### src/rtl/axi_sram_pkg.sv
// Shared types and response/burst encodings for the AXI3 SRAM responder.
package axi_sram_pkg;

    typedef enum logic [2:0] {
        IDLE,
        RD_REQ,
        RD_DATA,
        WR_DATA,
        WR_RESP
    } state_t;

    localparam logic [1:0] RESP_OKAY   = 2'b00;
    localparam logic [1:0] RESP_SLVERR = 2'b10;
    localparam logic [1:0] RESP_DECERR = 2'b11;

    localparam logic [1:0] BURST_FIXED = 2'b00;
    localparam logic [1:0] BURST_INCR  = 2'b01;

    // The encodings are ordered by severity, so the worst response is the larger code.
    function automatic logic [1:0] resp_worst(input logic [1:0] a, input logic [1:0] b);
        return (a > b) ? a : b;
    endfunction

endpackage

### src/rtl/axi_beat_addr.sv
// Per-beat address step and SRAM range check for the current transfer address.
module axi_beat_addr
    import axi_sram_pkg::*;
#(
    parameter int RAM_AW = 16
) (
    input  logic [31:0] addr,
    input  logic [1:0]  burst,
    output logic [31:0] next,
    output logic        oob
);

    // WRAP and the reserved encoding step like INCR; 32-bit add wraps naturally.
    assign next = (burst == BURST_FIXED) ? addr : addr + 32'd4;
    assign oob  = |addr[31:RAM_AW+2];

endmodule

### src/rtl/axi_sram_slave.sv
// AXI3 slave serving one read or write burst at a time from a synchronous word SRAM.
module axi_sram_slave
    import axi_sram_pkg::*;
#(
    parameter int RAM_AW = 16,
    parameter int ID_W   = 4
) (
    input  logic              aclk,
    input  logic              areset,
    input  logic [ID_W-1:0]   arid,
    input  logic [31:0]       araddr,
    input  logic [7:0]        arlen,
    input  logic [2:0]        arsize,
    input  logic [1:0]        arburst,
    input  logic              arvalid,
    output logic              arready,
    output logic [ID_W-1:0]   rid,
    output logic [31:0]       rdata,
    output logic [1:0]        rresp,
    output logic              rlast,
    output logic              rvalid,
    input  logic              rready,
    input  logic [ID_W-1:0]   awid,
    input  logic [31:0]       awaddr,
    input  logic [7:0]        awlen,
    input  logic [2:0]        awsize,
    input  logic [1:0]        awburst,
    input  logic              awvalid,
    output logic              awready,
    input  logic [ID_W-1:0]   wid,
    input  logic [31:0]       wdata,
    input  logic [3:0]        wstrb,
    input  logic              wlast,
    input  logic              wvalid,
    output logic              wready,
    output logic [ID_W-1:0]   bid,
    output logic [1:0]        bresp,
    output logic              bvalid,
    input  logic              bready,
    output logic              ram_en,
    output logic [3:0]        ram_we,
    output logic [RAM_AW-1:0] ram_addr,
    output logic [31:0]       ram_wdata,
    input  logic [31:0]       ram_rdata
);

    state_t            state;
    logic              live_q;
    logic              prefer_wr;
    logic [ID_W-1:0]   id_q;
    logic [31:0]       addr_q;
    logic [7:0]        len_q;
    logic [7:0]        beat_q;
    logic [2:0]        size_q;
    logic [1:0]        burst_q;
    logic [1:0]        rresp_q;
    logic [1:0]        bresp_q;
    logic [31:0]       rdata_q;
    logic              fresh_q;

    logic [31:0]       next_addr;
    logic              oob;
    logic              proto_err;
    logic              ar_hs;
    logic              aw_hs;
    logic [1:0]        rd_resp;
    logic [1:0]        wr_resp;
    logic [31:0]       rdata_live;

    axi_beat_addr #(.RAM_AW(RAM_AW)) u_beat_addr (
        .addr  (addr_q),
        .burst (burst_q),
        .next  (next_addr),
        .oob   (oob)
    );

    assign proto_err = !(burst_q == BURST_FIXED || burst_q == BURST_INCR) ||
                       (size_q != 3'd2 && len_q != 8'd0);

    // live_q keeps both readies low while reset is held and for the cycle after release.
    assign arready = live_q && (state == IDLE) && !(awvalid && prefer_wr);
    assign awready = live_q && (state == IDLE) && !(arvalid && !prefer_wr);
    assign ar_hs   = arvalid && arready;
    assign aw_hs   = awvalid && awready && !ar_hs;

    assign rd_resp = oob ? RESP_DECERR : (proto_err ? RESP_SLVERR : RESP_OKAY);

    always_comb begin
        wr_resp = RESP_OKAY;
        if (oob)
            wr_resp = RESP_DECERR;
        else if (proto_err || (wid != id_q) || (wlast != (beat_q == len_q)))
            wr_resp = RESP_SLVERR;
    end

    // SRAM data is only live in the first RD_DATA cycle; afterwards the held copy is shown.
    assign rdata_live = (rresp_q == RESP_DECERR) ? 32'd0 : ram_rdata;
    assign rdata      = fresh_q ? rdata_live : rdata_q;
    assign rvalid     = (state == RD_DATA);
    assign rlast      = rvalid && (beat_q == len_q);
    assign rid        = id_q;
    assign rresp      = rresp_q;
    assign wready     = (state == WR_DATA);
    assign bvalid     = (state == WR_RESP);
    assign bid        = id_q;
    assign bresp      = bresp_q;

    always_comb begin
        ram_en    = 1'b0;
        ram_we    = 4'b0000;
        ram_addr  = addr_q[RAM_AW+1:2];
        ram_wdata = 32'd0;
        if (state == RD_REQ) begin
            ram_en = 1'b1;
        end else if (state == WR_DATA) begin
            ram_wdata = wdata;
            if (wvalid) begin
                ram_en = 1'b1;
                ram_we = oob ? 4'b0000 : wstrb;
            end
        end
    end

    always_ff @(posedge aclk or posedge areset) begin
        if (areset) begin
            state     <= IDLE;
            live_q    <= 1'b0;
            prefer_wr <= 1'b0;
            id_q      <= '0;
            addr_q    <= 32'd0;
            len_q     <= 8'd0;
            beat_q    <= 8'd0;
            size_q    <= 3'd0;
            burst_q   <= BURST_FIXED;
            rresp_q   <= RESP_OKAY;
            bresp_q   <= RESP_OKAY;
            rdata_q   <= 32'd0;
            fresh_q   <= 1'b0;
        end else begin
            live_q  <= 1'b1;
            fresh_q <= 1'b0;
            case (state)
                IDLE: begin
                    if (ar_hs) begin
                        id_q      <= arid;
                        addr_q    <= araddr;
                        len_q     <= arlen;
                        size_q    <= arsize;
                        burst_q   <= arburst;
                        beat_q    <= 8'd0;
                        prefer_wr <= 1'b1;
                        state     <= RD_REQ;
                    end else if (aw_hs) begin
                        id_q      <= awid;
                        addr_q    <= awaddr;
                        len_q     <= awlen;
                        size_q    <= awsize;
                        burst_q   <= awburst;
                        beat_q    <= 8'd0;
                        bresp_q   <= RESP_OKAY;
                        prefer_wr <= 1'b0;
                        state     <= WR_DATA;
                    end
                end
                RD_REQ: begin
                    rresp_q <= rd_resp;
                    fresh_q <= 1'b1;
                    state   <= RD_DATA;
                end
                RD_DATA: begin
                    if (fresh_q)
                        rdata_q <= rdata_live;
                    if (rready) begin
                        if (beat_q == len_q) begin
                            state <= IDLE;
                        end else begin
                            beat_q <= beat_q + 8'd1;
                            addr_q <= next_addr;
                            state  <= RD_REQ;
                        end
                    end
                end
                WR_DATA: begin
                    if (wvalid) begin
                        bresp_q <= resp_worst(bresp_q, wr_resp);
                        beat_q  <= beat_q + 8'd1;
                        addr_q  <= next_addr;
                        if (wlast)
                            state <= WR_RESP;
                    end
                end
                WR_RESP: begin
                    if (bready)
                        state <= IDLE;
                end
                default: state <= IDLE;
            endcase
        end
    end

endmodule

### config.mk
export PLATFORM = sky130hd
export DESIGN_NAME = axi_sram_slave
export DESIGN_NICKNAME = d
export VERILOG_FILES = /design/src/rtl/axi_sram_pkg.sv /design/src/rtl/axi_beat_addr.sv /design/src/rtl/axi_sram_slave.sv
export SDC_FILE = /design/constraint.sdc
export NUM_CORES = 1
export LEC_CHECK = 0
export BUFFER_PORTS_ARGS = -buffer_cell sky130_fd_sc_hd__buf_2
export CAP_MARGIN = 40
export CORE_ASPECT_RATIO = 0.9
export CORE_MARGIN = 3
export CORE_UTILIZATION = 53
export CTS_BUF_LIST = sky130_fd_sc_hd__clkbuf_4 sky130_fd_sc_hd__clkbuf_8
export CTS_CLUSTER_SIZE = 30
export DETAILED_ROUTE_END_ITERATION = 12
export PLACE_DENSITY_LB_ADDON = 0.05
export SKIP_CTS_REPAIR_TIMING = 1
export SLEW_MARGIN = 5
export SYNTH_ARGS = -nofsm -noshare
export SYNTH_HDL_FRONTEND = slang
export SYNTH_SLANG_ARGS = --single-unit
### constraint.sdc
create_clock -name aclk -period 4.6 [get_ports aclk]
set_input_delay 0.92 -clock aclk [delete_from_list [all_inputs] [get_ports aclk]]
set_output_delay 0.92 -clock aclk [all_outputs]
set_load 0.01 [all_outputs]
Word-level counts from Yosys, hierarchy flattened. Cells that the tools add are included.

Muxes and demuxes: 52. Reductions and logical operators: 30. Eq/ne operators: 19. $lt $le $gt $ge: 1. $add $sub $neg: 2.

Operators by type and width (count): $mux 32 (10); $pmux 32 s3 (1); $mux 8 (7); $add 32x3->32 const B (1); $mux 3 (8); $mux 4 (6); $pmux 8 s3 (1); $mux 2 (10); $pmux 3 s5 (1); $reduce_and 5->1 (3); $reduce_or 14->1 (1); $ne 2x2->1 const B (6); $logic_and 1x1->1 (10); $add 8x1->8 const B (1); $eq 8x8->1 (1); $reduce_bool 8->1 (1); $mux 1 (7); $eq 3x2->1 const B (2); $logic_not 1->1 (5); $logic_or 1x1->1 (4); $ne 2x1->1 const B (2); $ne 4x4->1 (1); $pmux 2 s2 (1); $reduce_bool 2->1 (2); other kinds (12) (12).

Word-level logic and storage cells: 117. Input bits: 178. Flip-flop bits (word level): 99. Output and inout port bits: 103.

Longest topological paths before layout. Gate-level depths: netlist of the first run.

Word-level depth: 12. Mapped depth: 9. Depth with buffers taken out: 9.

Cells and area by module. From an unflattened synthesis of the first run, not the netlist that was laid out.

Cells, all modules: 788. Area total of the unflattened synthesis: 6446.2 um^2.

Modules (own cells, without submodules): axi_sram_slave (instances 1, area an instance 5743.0 um^2, seq. area each 2477.4 um^2, cells an instance 689); axi_beat_addr (instances 1, area an instance 703.2 um^2, seq. area each 0.0 um^2, cells an instance 99).

Worst setup path after synthesis of the first run. No wires, ideal clock.

Path kind: input to register. Start point: input wid[2]. End point: register bresp_q[1], in the netlist bresp[1]. Path buffers: 0. Setup time: 0.125 ns. Required time: 4.475 ns. Arrival: 2.630 ns. Slack: 1.845 ns. Stages on the path: 8. Cell sequence: xor2_1 -> nor4_1 -> and4_1 -> ha_1 -> a21oi_1 -> a21oi_1 -> a221oi_4 -> mux2_4.

Cells in the longest elaborated chain, start to end: 8. Elaborated cells on any way between the ends: 11. Classes of those cells: order compare (1); eq/ne (2); mux (5); reduce/logical (3).

Ends and longest elaborated chain: start, declared (line axi_sram_slave.sv:30) `input logic [ID_W-1:0] wid,`; $ne 4x4->1 (*) (line axi_sram_slave.sv:92) `else if (proto_err || (wid != id_q) || (wlast != (beat_q == len_q)))`; $logic_or 1x1->1 (*) (2 in a row) (line axi_sram_slave.sv:92); $mux 2 (*) (line axi_sram_slave.sv:92); $mux 2 (*) (line axi_sram_slave.sv:90) `if (oob)`; $gt 2x2->1 / $mux 2 (equally long branches) (line axi_sram_pkg.sv:21) `return (a > b) ? a : b;`; $ne 2x2->1 (no source line) / $mux 2 (equally long branches); $reduce_and 5->1 (no source line) / $pmux 2 s2 (equally long branches); end signal, assigned (line axi_sram_slave.sv:185) `bresp_q <= resp_worst(bresp_q, wr_resp);`; end, declared (line axi_sram_slave.sv:57) `logic [1:0] bresp_q;`.

Mark *: on every way between the ends. The rest lies on a longest branch, timed or not. The select of a mux whose other input is x is not followed. A chain may end at the register's enable or synchronous reset.

Final worst setup path of the first run.
Start point: register state[1]. End point: output ram_we[3].

Cells in the longest elaborated chain, start to end: 3. Elaborated cells on any way between the ends: 4. Classes of those cells: eq/ne (2); mux (2).

Ends and longest elaborated chain: start, declared (line axi_sram_slave.sv:47) `state_t state;`; start signal, assigned (line axi_sram_slave.sv:126) `state <= IDLE;`; start signal, assigned (line axi_sram_slave.sv:152) `state <= RD_REQ;`; start signal, assigned (line axi_sram_slave.sv:162) `state <= WR_DATA;`; $eq 3x2->1 (line axi_sram_slave.sv:115) `end else if (state == WR_DATA) begin`; $mux 4 (line axi_sram_slave.sv:115); $mux 4 (*) (line axi_sram_slave.sv:113) `if (state == RD_REQ) begin`; end, declared (line axi_sram_slave.sv:41) `output logic [3:0] ram_we,`.

Mark *: on every way between the ends. The rest lies on a longest branch, timed or not.

==> flow_summary.yaml, run 1 <==
run_status:
  status: "complete, no violations"
die:
  design.die.area_sq_um: 13300
  chipWidth_um: 121
  io_pins: 281
  start_util_pct: 54.9
  die_y_um: 110
  coreArea_sq_um: 11500
  num_rows: 37
clock_network:
  cts_max_path_buffers: 2
  clk_latency_ns: 0.38
  root_buffer: "clkbuf_8"
  cts_tree: "done"
  cts_sinks: 97
  numCtsBuffers: 9
  cts_max_level: 3
  cts.clk_slew.worst_paths_ns: 0.10
logic_synthesis:
  netlist_area_sq_um: 6320
  synth_cell_types: 57
  yosysMostFrequentCell: "nand2_1"
  synth_fp_nets: 944
  synth_edf_count: 0
  synthArstFlopShare_pct: 100
  syn_inst: 762
  synth_ff_type: "dfrtp_1"
  syn_area_per_cell_sq_um: 8.30
  yosysTopAreaCellShare_pct: 38.4
  synth_top_area_cell: "dfrtp_1"
  synth.top_cells.by_count: "129 x nand2_1, 97 x dfrtp_1, 81 x o21ai_0, 47 x and3_1, 41 x inv_1"
  ys_seq_area_share_pct: 38.4
  ys_ff_latch: 97
  yosys_warnings: 0
  synth.area.top_cells: "dfrtp_1 38%, nand2_1 7.7%, o21ai_0 6.4%, mux2i_1 5.7%, and3_1 4.6%"
place:
  dp_hpwl_um: 13800
  dpl_cell_area_sq_um: 7710
  routabilityCongestion: 0.889
  portBuffers: 276
route:
  drt_iter0_drc: 607
  drt_wl_total_um: 18700
  drtPass1Iterations: 5
  avgViaCountPerCell: 5.69
  wl_per_cell_um: 16.2
  ant_nets: 0
  drc_errors: 0
  vias: 6553
finish:
  antenna_cells: 0
  nNetsFinal: 1172
  final_area_sq_um: 7910
  final_core_util_pct: 68.6
  drive_gt1_share_pct: 32.5
  syn2layout_area_growth_pct: 25.0
power:
  p_leak_uw: 0.00411
  vdd_drop_max_mv: 0.291
  p_per_area_nw_per_um2: 583
timing:
  post-route-period-util_pct: 72.6
  fmax_ghz: 0.299
  setup-tns-final_ns: 0
  whs_ns: 0.499
  slew_headroom_pct: 41.3
  rsz0062_at_grt: "no"
  final_max_slew_viol_count: 0
  finalClockSkew_ns: 0.0112
  worst_pin_slew_ns: 0.880
  period_minus_slack_ns: 3.34
  finalHoldViolations: 0
  finalSetupViolCount: 0
flow_run:
  max_cap_violations: 0
grt:
  grt.total_usage_pct: 27.4
  antenna_found_initial: 0
  grt-ovfl-total: 0
  grt_pass1_wl_um: 29200
  grt_max_degree: 67
  first_global_vias: 6070
critical_path:
  cp_max_fo: 26
  critPathLaunchType: "flop"
  ff2ff_path_depth: 9
  required_ns: 3.68
  cp-end-kind: "output pin"
  worstPathArrival_ns: 2.42
  worstSetupPathType: "flop to output pin"
worst_hold_path:
  hold_path.class: "input port to async pin"
==> routing by layer <==
metal	wire length [um]	up-vias	track usage, %	share of wire [%]
met3	1580	33	5.61	8.5
met4	382	0	11.0	2.0
met1	7630	3063	35.5	41
li1	-	3167	-	-
met2	9100	290	45.4	49
met5	0	-	0	0
==> per-stage QoR <==
| stage | total power [uW] | worst slack [ns] | std cells |
|---|---|---|---|
| final | 4610 | 1.26 | 1151 |
| after global routing | 4970 | 1.03 | 1151 |
| after CTS | 4610 | 1.26 | 1151 |
| after detailed placement | 4020 | 1.51 | 1135 |
| after global placement | 3890 | 1.50 | 1132 |
| after floorplan | 3350 | 1.15 | 762 |
==> worst paths after layout <==
path                       slack (ns)   startpoint     endpoint
setup / recovery                 1.26     state[1]    ram_we[3]
hold / removal                   0.50       areset   rdata_q[3]
setup reg to reg                 1.48   addr_q[26]     bresp[1]
hold reg to reg                  0.55  rdata_q[12]  rdata_q[12]
max in group asynchronous        3.46       areset   addr_q[14]
min in group aclk                0.55  rdata_q[12]  rdata_q[12]
==> power by group <==
| part | total [uW] | internal (uW) | switching, uW | leakage, uW |
|---|---|---|---|---|
| logic | 2460 | 1020 | 1440 | 0.00280 |
| registers | 1570 | 1200 | 369 | 0.00121 |
| clock network | 582 | 271 | 311 | 0.0000987 |
| total | 4610 | 2490 | 2120 | 0.00411 |
==> state kept, by name, indices dropped and copies added, names as in the netlist <==
signal / flops
burst_q: 2
beat_q: 8
bresp: 2
fresh_q: 1
addr_q: 30
size_q: 3
len_q: 8
live_q: 1
prefer_wr: 1
rresp: 2
state: 3
bid: 4
rdata_q: 32
==> critical path: stages, from the launching register on <==
cell and delay [ns]:
dfrtp_1 0.55, nor2b_4 0.50, nand2_1 0.17, inv_1 0.18, nand2_1 0.14, nor2_1 0.21, and2_1 0.16, buf_2 0.13
==> layout make-up <==
cell class	count	area (sq um)
Timing Repair Buffer	289	1530
Tap cell	156	195
Multi-Input combinational cell	552	3400
Inverter	41	156
Sequential cell	97	2430
Clock inverter	5	55.1
Clock buffer	11	145
Fill cell	955	3620
==> cells in the final DEF, fill, tap and decap left out, types with 9 or more instances in the layout <==
cell / Yosys / final
buf_2: 11 / 276
nand2_1: 129 / 129
dfrtp_1: 97 / 97
o21ai_0: 81 / 81
and3_1: 47 / 46
inv_1: 41 / 40
mux2i_1: 36 / 36
a21oi_1: 30 / 30
nor2_1: 24 / 23
o22a_1: 22 / 22
a31oi_1: 21 / 21
and2_1: 16 / 16
nand3_1: 12 / 11
a22oi_1: 10 / 10
clkbuf_8: 0 / 10
buf_4: 20 / 10
o21ai_1: 9 / 9
nor4_1: 9 / 9
a2bb2oi_1: 9 / 9
==> logic make-up (layout without fill, tap and decap cells) <==
group | count (synthesis) | after routing | share of synthesized area [%]
AO/OA/AOI/OAI | 220 | 220 | 22.4
XOR/XNOR | 12 | 12 | 1.66
adder cells (fa/ha/maj) | 4 | 4 | 0.791
buffers and inverters | 113 | 346 | 8.35
flip-flops | 97 | 97 | 38.4
multiplexers | 46 | 46 | 7.54
other | 1 | 1 | 0.0593
AND/OR/NAND/NOR | 269 | 269 | 20.8
Note: power is estimated with default switching activity, not from simulation.
==> run 2, diff against run 1 <==
Settings changed: ABC_AREA from default to 1, CORE_UTILIZATION 53 to 46.
Clock period 4.6 ns to 2.8 ns, I/O delays scaled along.
==> run 2 against run 1 <==
Effect of this change:
- total power is 80% higher
- largest cell class unchanged
- sequential power increased by 60%
- final area rose by 11%
- critical endpoint is now ram_we[0]
- critical path type unchanged
- synthesized cell count up 51%
- core utilization down 10 points
- area after synthesis increased by 12%
- register-to-register slack got worse by 1.1 ns
- clock power is 71% higher
- largest power group unchanged
- setup slack worse by 1.1 ns
- combinational power increased by 96%
- die area increased by 28%
==> flow_summary.yaml, run 2 <==
run_status:
  status: "complete, no violations"
critical_path:
  crit_slowest_cell: "dfrtp_1"
  slowest_delay_ns: 0.46
  worstSetupPathType: "flop to output pin"
  crit_chain: "nor2_1 > nand4_1 > nor3_2 > buf_4 > inv_1 > buf_4 > nor3b_2 > buf_2"
  cp_max_fo: 6
  ff2ff_path_depth: 16
  critPathLaunchType: "flop"
  timing.rr.end: "bresp[1]"
  r2r_slack_ns: 0.35
  crit_path_end: "ram_we[0]"
  cp-end-kind: "output pin"
  cp-startpoint: "addr_q[18]"
  crit_cells: 8
  worstPathArrival_ns: 2.09
  timing.rr.start: "addr_q[18]"
  cpMostUsedCell: "buf_4"
  required_ns: 2.24
  path_buf_inv: 4
  cp_top_family: "simple AND/OR/NAND/NOR gates"
timing:
  period_minus_slack_ns: 2.65
  finalClockSkew_ns: 0.00705
  worst_slack_ns: 0.148
  rsz0062_at_grt: "no"
  fmax_ghz: 0.377
  finalHoldViolations: 0
  post-route-period-util_pct: 94.7
  finalSetupViolCount: 0
  worst_pin_slew_ns: 0.528
  slew_headroom_pct: 64.8
  whs_ns: 0.169
  final_max_slew_viol_count: 0
worst_hold_path:
  hold_path.class: "input port to async pin"
logic_synthesis:
  syn_inst: 1152
  synth.area.top_cells: "dfrtp_1 34%, nand2_1 21%, inv_1 9.5%, nand3_1 9.2%, nor2_1 5.8%"
  netlist_area_sq_um: 7100
  syn_area_per_cell_sq_um: 6.16
  synth_fp_nets: 1334
  synthArstFlopShare_pct: 100
  synth_top_area_cell: "dfrtp_1"
  ys_seq_area_share_pct: 34.2
  synth.top_cells.by_count: "390 x nand2_1, 179 x inv_1, 131 x nand3_1, 110 x nor2_1, 97 x dfrtp_1"
  yosysMostFrequentCell: "nand2_1"
  synth_ff_type: "dfrtp_1"
  yosys_warnings: 0
  synth_cell_types: 34
  synth_edf_count: 0
  yosysTopAreaCellShare_pct: 34.2
  ys_ff_latch: 97
die:
  design.die.area_sq_um: 17000
  num_rows: 42
  start_util_pct: 47.6
  coreArea_sq_um: 14900
  io_pins: 281
  die_y_um: 124
  chipWidth_um: 137
finish:
  fillers: 1520
  syn2layout_area_growth_pct: 23.1
  mostFrequentLayoutCell: "nand2_1"
  reg.largest.list: "rdata_q (32), addr_q (30)"
  drive_gt1_share_pct: 24.6
  mostFrequentLayoutCells: "390 x nand2_1, 276 x buf_2, 178 x inv_1"
  nNetsFinal: 1571
  largest_reg_flops: 32
  regMostFlops: "rdata_q"
grt:
  first_global_vias: 6404
  grt-ovfl-total: 0
  grt.total_usage_pct: 24.1
  grt_pass1_wl_um: 32500
  grt_max_degree: 65
  antenna_found_initial: 1
place:
  portBuffers: 276
  place_ws_ns: 0.261
  routabilityCongestion: 0.901
  dp_hpwl_um: 15900
clock_network:
  cts_tree: "done"
  cts.clk_slew.worst_paths_ns: 0.10
  numCtsBuffers: 9
  root_buffer: "clkbuf_8"
  clk_latency_ns: 0.39
  cts_sinks: 97
  cts_max_level: 3
  cts_max_path_buffers: 2
route:
  avgViaCountPerCell: 4.72
  wl_per_cell_um: 12.9
  vias: 7526
  drc_errors: 0
  drt_iter0_drc: 416
  drt_wl_total_um: 20600
  ant_nets: 0
  drtPass1Iterations: 5
power:
  p_leak_uw: 0.00503
  p_per_area_nw_per_um2: 952
  vdd_drop_max_mv: 0.647
flow_run:
  max_cap_violations: 0
[run 2: cell types whose count changed after synthesis, moves of 10 or more]
cell / previous run / this run
o22a_1: 22 / 0
clkbuf_1: 37 / 16
a21oi_1: 30 / 11
nor2_1: 24 / 110
mux2i_1: 36 / 0
and2_1: 16 / 0
buf_2: 11 / 21
nand3_1: 12 / 131
a22oi_1: 10 / 0
inv_1: 41 / 179
nand2_1: 129 / 390
and3_1: 47 / 1
[run 2: stage by stage]
step	total power [uW]	std cells	instance area, sq um	setup TNS, ns	utilization [%]
floorplan	6020	1152	7110	0	-
global placement	7300	1576	8510	0	57.0
detailed placement	7380	1576	8510	0	57.0
CTS	8390	1592	8720	-0.0181	58.4
global route	9190	1593	8740	0	58.6
finish	8320	1593	8740	0	58.6
[run 2: routing by layer]
metal | GRT usage [%] | wire length (um)
met1 | 34.7 | 9980
met2 | 38.0 | 9240
met3 | 4.85 | 1250
met4 | 4.68 | 151
met5 | 0 | 0
[run 2: how the worst min path moves through the flow]
stage | slack, ns | cells past startpoint | endpoint
5_1_grt | 0.17 | 2 | rdata_q[19]
6_report | 0.17 | 2 | rdata_q[19]
2_1_floorplan | 0.49 | 2 | addr_q[29]
4_1_cts | 0.16 | 2 | rdata_q[19]
3_5_place_dp | 0.49 | 2 | bresp[0]
3_3_place_gp | 0.50 | 2 | bresp[0]
[run 2: power by group]
part / switching (uW) / internal, uW / total (uW)
sequential: 523 / 1990 / 2510
clock: 544 / 450 / 994
combinational: 3120 / 1700 / 4820
[run 2: area by class of cell]
cell class	instances	area [sq um]	area share, %
multi-input cells	800	3610	41.3
flip-flops and latches	97	2430	27.8
repair buffers	296	1540	17.7
inverters	185	699	8.00
well taps	198	248	2.83
clock buffers	10	138	1.57
clock inverters	6	73.8	0.844
diodes	1	2.50	0.0286
[run 2: kinds of logic (layout without fill, tap and decap cells)]
family	after synthesis	in the layout	share of synthesized area (%)
and+or+nand+nor	667	667	39.4
buffers and inverters	255	497	15.5
AOI/OAI and AO/OA	114	114	8.51
DFF	97	97	34.2
xor gates and xnor gates	14	14	1.73
adders and majority gates	4	4	0.705
other	1	2	0.0528
==> run 3, diff against run 2 <==
Settings changed: CORE_ASPECT_RATIO 0.9 to 1.5.
==> run 3 against run 2 <==
Effect of this change:
- cell count down 0.19%
- via count up 0.44%
- clock power down 7.9%
==> flow_summary.yaml, run 3 (same netlist as run 2, synthesis figures left out) <==
timing:
  finalClockSkew_ns: 0.0121
  rsz0062_at_grt: "no"
  post-route-period-util_pct: 95.4
  final_max_slew_viol_count: 0
  finalHoldViolations: 0
  slew_headroom_pct: 51.9
  whs_ns: 0.338
  fmax_ghz: 0.374
  worst_pin_slew_ns: 0.720
  finalSetupViolCount: 0
  setup-tns-final_ns: 0
  period_minus_slack_ns: 2.67
grt:
  grt.total_usage_pct: 24.4
  grt_max_degree: 98
  first_global_vias: 6684
  grt_pass1_wl_um: 33200
  grt-ovfl-total: 0
  antenna_found_initial: 2
clock_network:
  cts.clk_slew.worst_paths_ns: 0.10
  clk_latency_ns: 0.38
  cts_sinks: 97
  cts_max_level: 3
  cts_tree: "done"
  cts_max_path_buffers: 2
  numCtsBuffers: 9
  root_buffer: "clkbuf_8"
finish:
  final_area_sq_um: 8690
  drive_gt1_share_pct: 24.2
  fillers: 1659
  largest_reg_flops: 32
  regMostFlops: "rdata_q"
  nNetsFinal: 1567
  syn2layout_area_growth_pct: 22.4
  final_core_util_pct: 57.4
  reg.largest.list: "rdata_q (32), addr_q (30)"
  mostFrequentLayoutCells: "390 x nand2_1, 276 x buf_2, 178 x inv_1"
  mostFrequentLayoutCell: "nand2_1"
route:
  avgViaCountPerCell: 4.75
  drc_errors: 0
  ant_nets: 0
  vias: 7559
  drt_wl_total_um: 21100
  drtPass1Iterations: 5
  wl_per_cell_um: 13.3
  drt_iter0_drc: 392
critical_path:
  slowest_delay_ns: 0.45
  worstSetupPathType: "flop to output pin"
  cp_max_fo: 7
  path_buf_inv: 4
  cp-end-kind: "output pin"
  cpMostUsedCell: "inv_1"
  crit_slowest_cell: "dfrtp_1"
  worstPathArrival_ns: 2.11
  required_ns: 2.24
  cp_top_family: "simple AND/OR/NAND/NOR gates"
  crit_chain: "inv_1 > nand4_1 > nor3_2 > buf_4 > inv_1 > nor3b_1 > buf_2"
  critPathLaunchType: "flop"
worst_hold_path:
  hold_path.class: "input port to async pin"
place:
  dpl_cell_area_sq_um: 8490
  routabilityCongestion: 0.901
  portBuffers: 276
  dp_hpwl_um: 16200
die:
  coreArea_sq_um: 15100
  num_rows: 55
  chipWidth_um: 107
  start_util_pct: 46.9
  design.die.area_sq_um: 17000
  io_pins: 281
  die_y_um: 158
power:
  p_per_area_nw_per_um2: 940
  power_frac_comb_pct: 58.2
  p_sw_uw: 4160
  seq_power_share_pct: 30.6
  p_leak_uw: 0.00500
  clkPwrFrac_pct: 11.2
  power_uw: 8170
  switching_share_pct: 50.9
  vdd_drop_max_mv: 0.530
  p_int_uw: 4010
flow_run:
  max_cap_violations: 0
run_status:
  status: "complete, no violations"
## run 3: cell types whose count changed in the layout (fill, tap and decap cells not counted), sizes merged
cell,before,now
buf,296,292
clkinvlp,3,4
clkinv,1,2
inv,186,185
bufinv,1,0
## run 3: final timing paths
check / slack, ns / endpoint / cells after the start / startpoint
setup / recovery: 0.13 / ram_we[3] / 7 / addr_q[27]
hold / removal: 0.34 / rdata_q[19] / 3 / areset
setup reg to reg: 0.25 / bresp[1] / 16 / addr_q[27]
hold reg to reg: 0.52 / rresp[0] / 2 / rresp[0]
max in group asynchronous: 2.08 / rdata_q[18] / 3 / areset
min in group aclk: 0.42 / len_q[3] / 3 / awlen[3]
## run 3: per-layer routing
layer	GRT usage, %	share of wire [%]
met1	32.0	45
met2	41.7	48
met3	3.22	5.5
met4	7.76	2.0
met5	0	0.052
## run 3: power groups by stage
stage | combinational, uW | clock (uW) | sequential, uW
final | 4750 | 915 | 2500
after global routing | 5450 | 999 | 2610
after CTS | 4800 | 935 | 2500
after detailed placement | 4790 | 0 | 2530
after global placement | 4720 | 0 | 2510
after floorplan | 3600 | 0 | 2430
## run 3: layout make-up
class | count | area (sq um) | share of cell area, %
Clock buffer | 10 | 138 | 1.58
Multi-Input combinational cell | 800 | 3600 | 41.4
Inverter | 185 | 699 | 8.05
Antenna cell | 1 | 2.50 | 0.0288
Sequential cell | 97 | 2430 | 27.9
Tap cell | 199 | 249 | 2.86
Timing Repair Buffer | 292 | 1530 | 17.6
Clock inverter | 6 | 51.3 | 0.590
## run 3: worst register-to-register path: stages, from the launching register on
cell	delay, ns
dfrtp_1	0.45
inv_1	0.11
nand4_1	0.11
nor3_2	0.24
buf_4	0.17
inv_1	0.12
nor3_2	0.18
nand2_1	0.07
nor2_1	0.10
ha_1	0.25
a21oi_1	0.15
a21oi_1	0.05
a21oi_1	0.13
nand2_1	0.10
nor2_1	0.12
o21ai_1	0.08
nand2_1	0.06
## run 3: through the flow
step | instances | setup slack (ns)
after CTS | 1589 | 0.0572
after detailed placement | 1573 | 0.137
after global placement | 1573 | 0.179
after floorplan | 1152 | 0.609
final | 1590 | 0.128
after global routing | 1590 | 0.0270
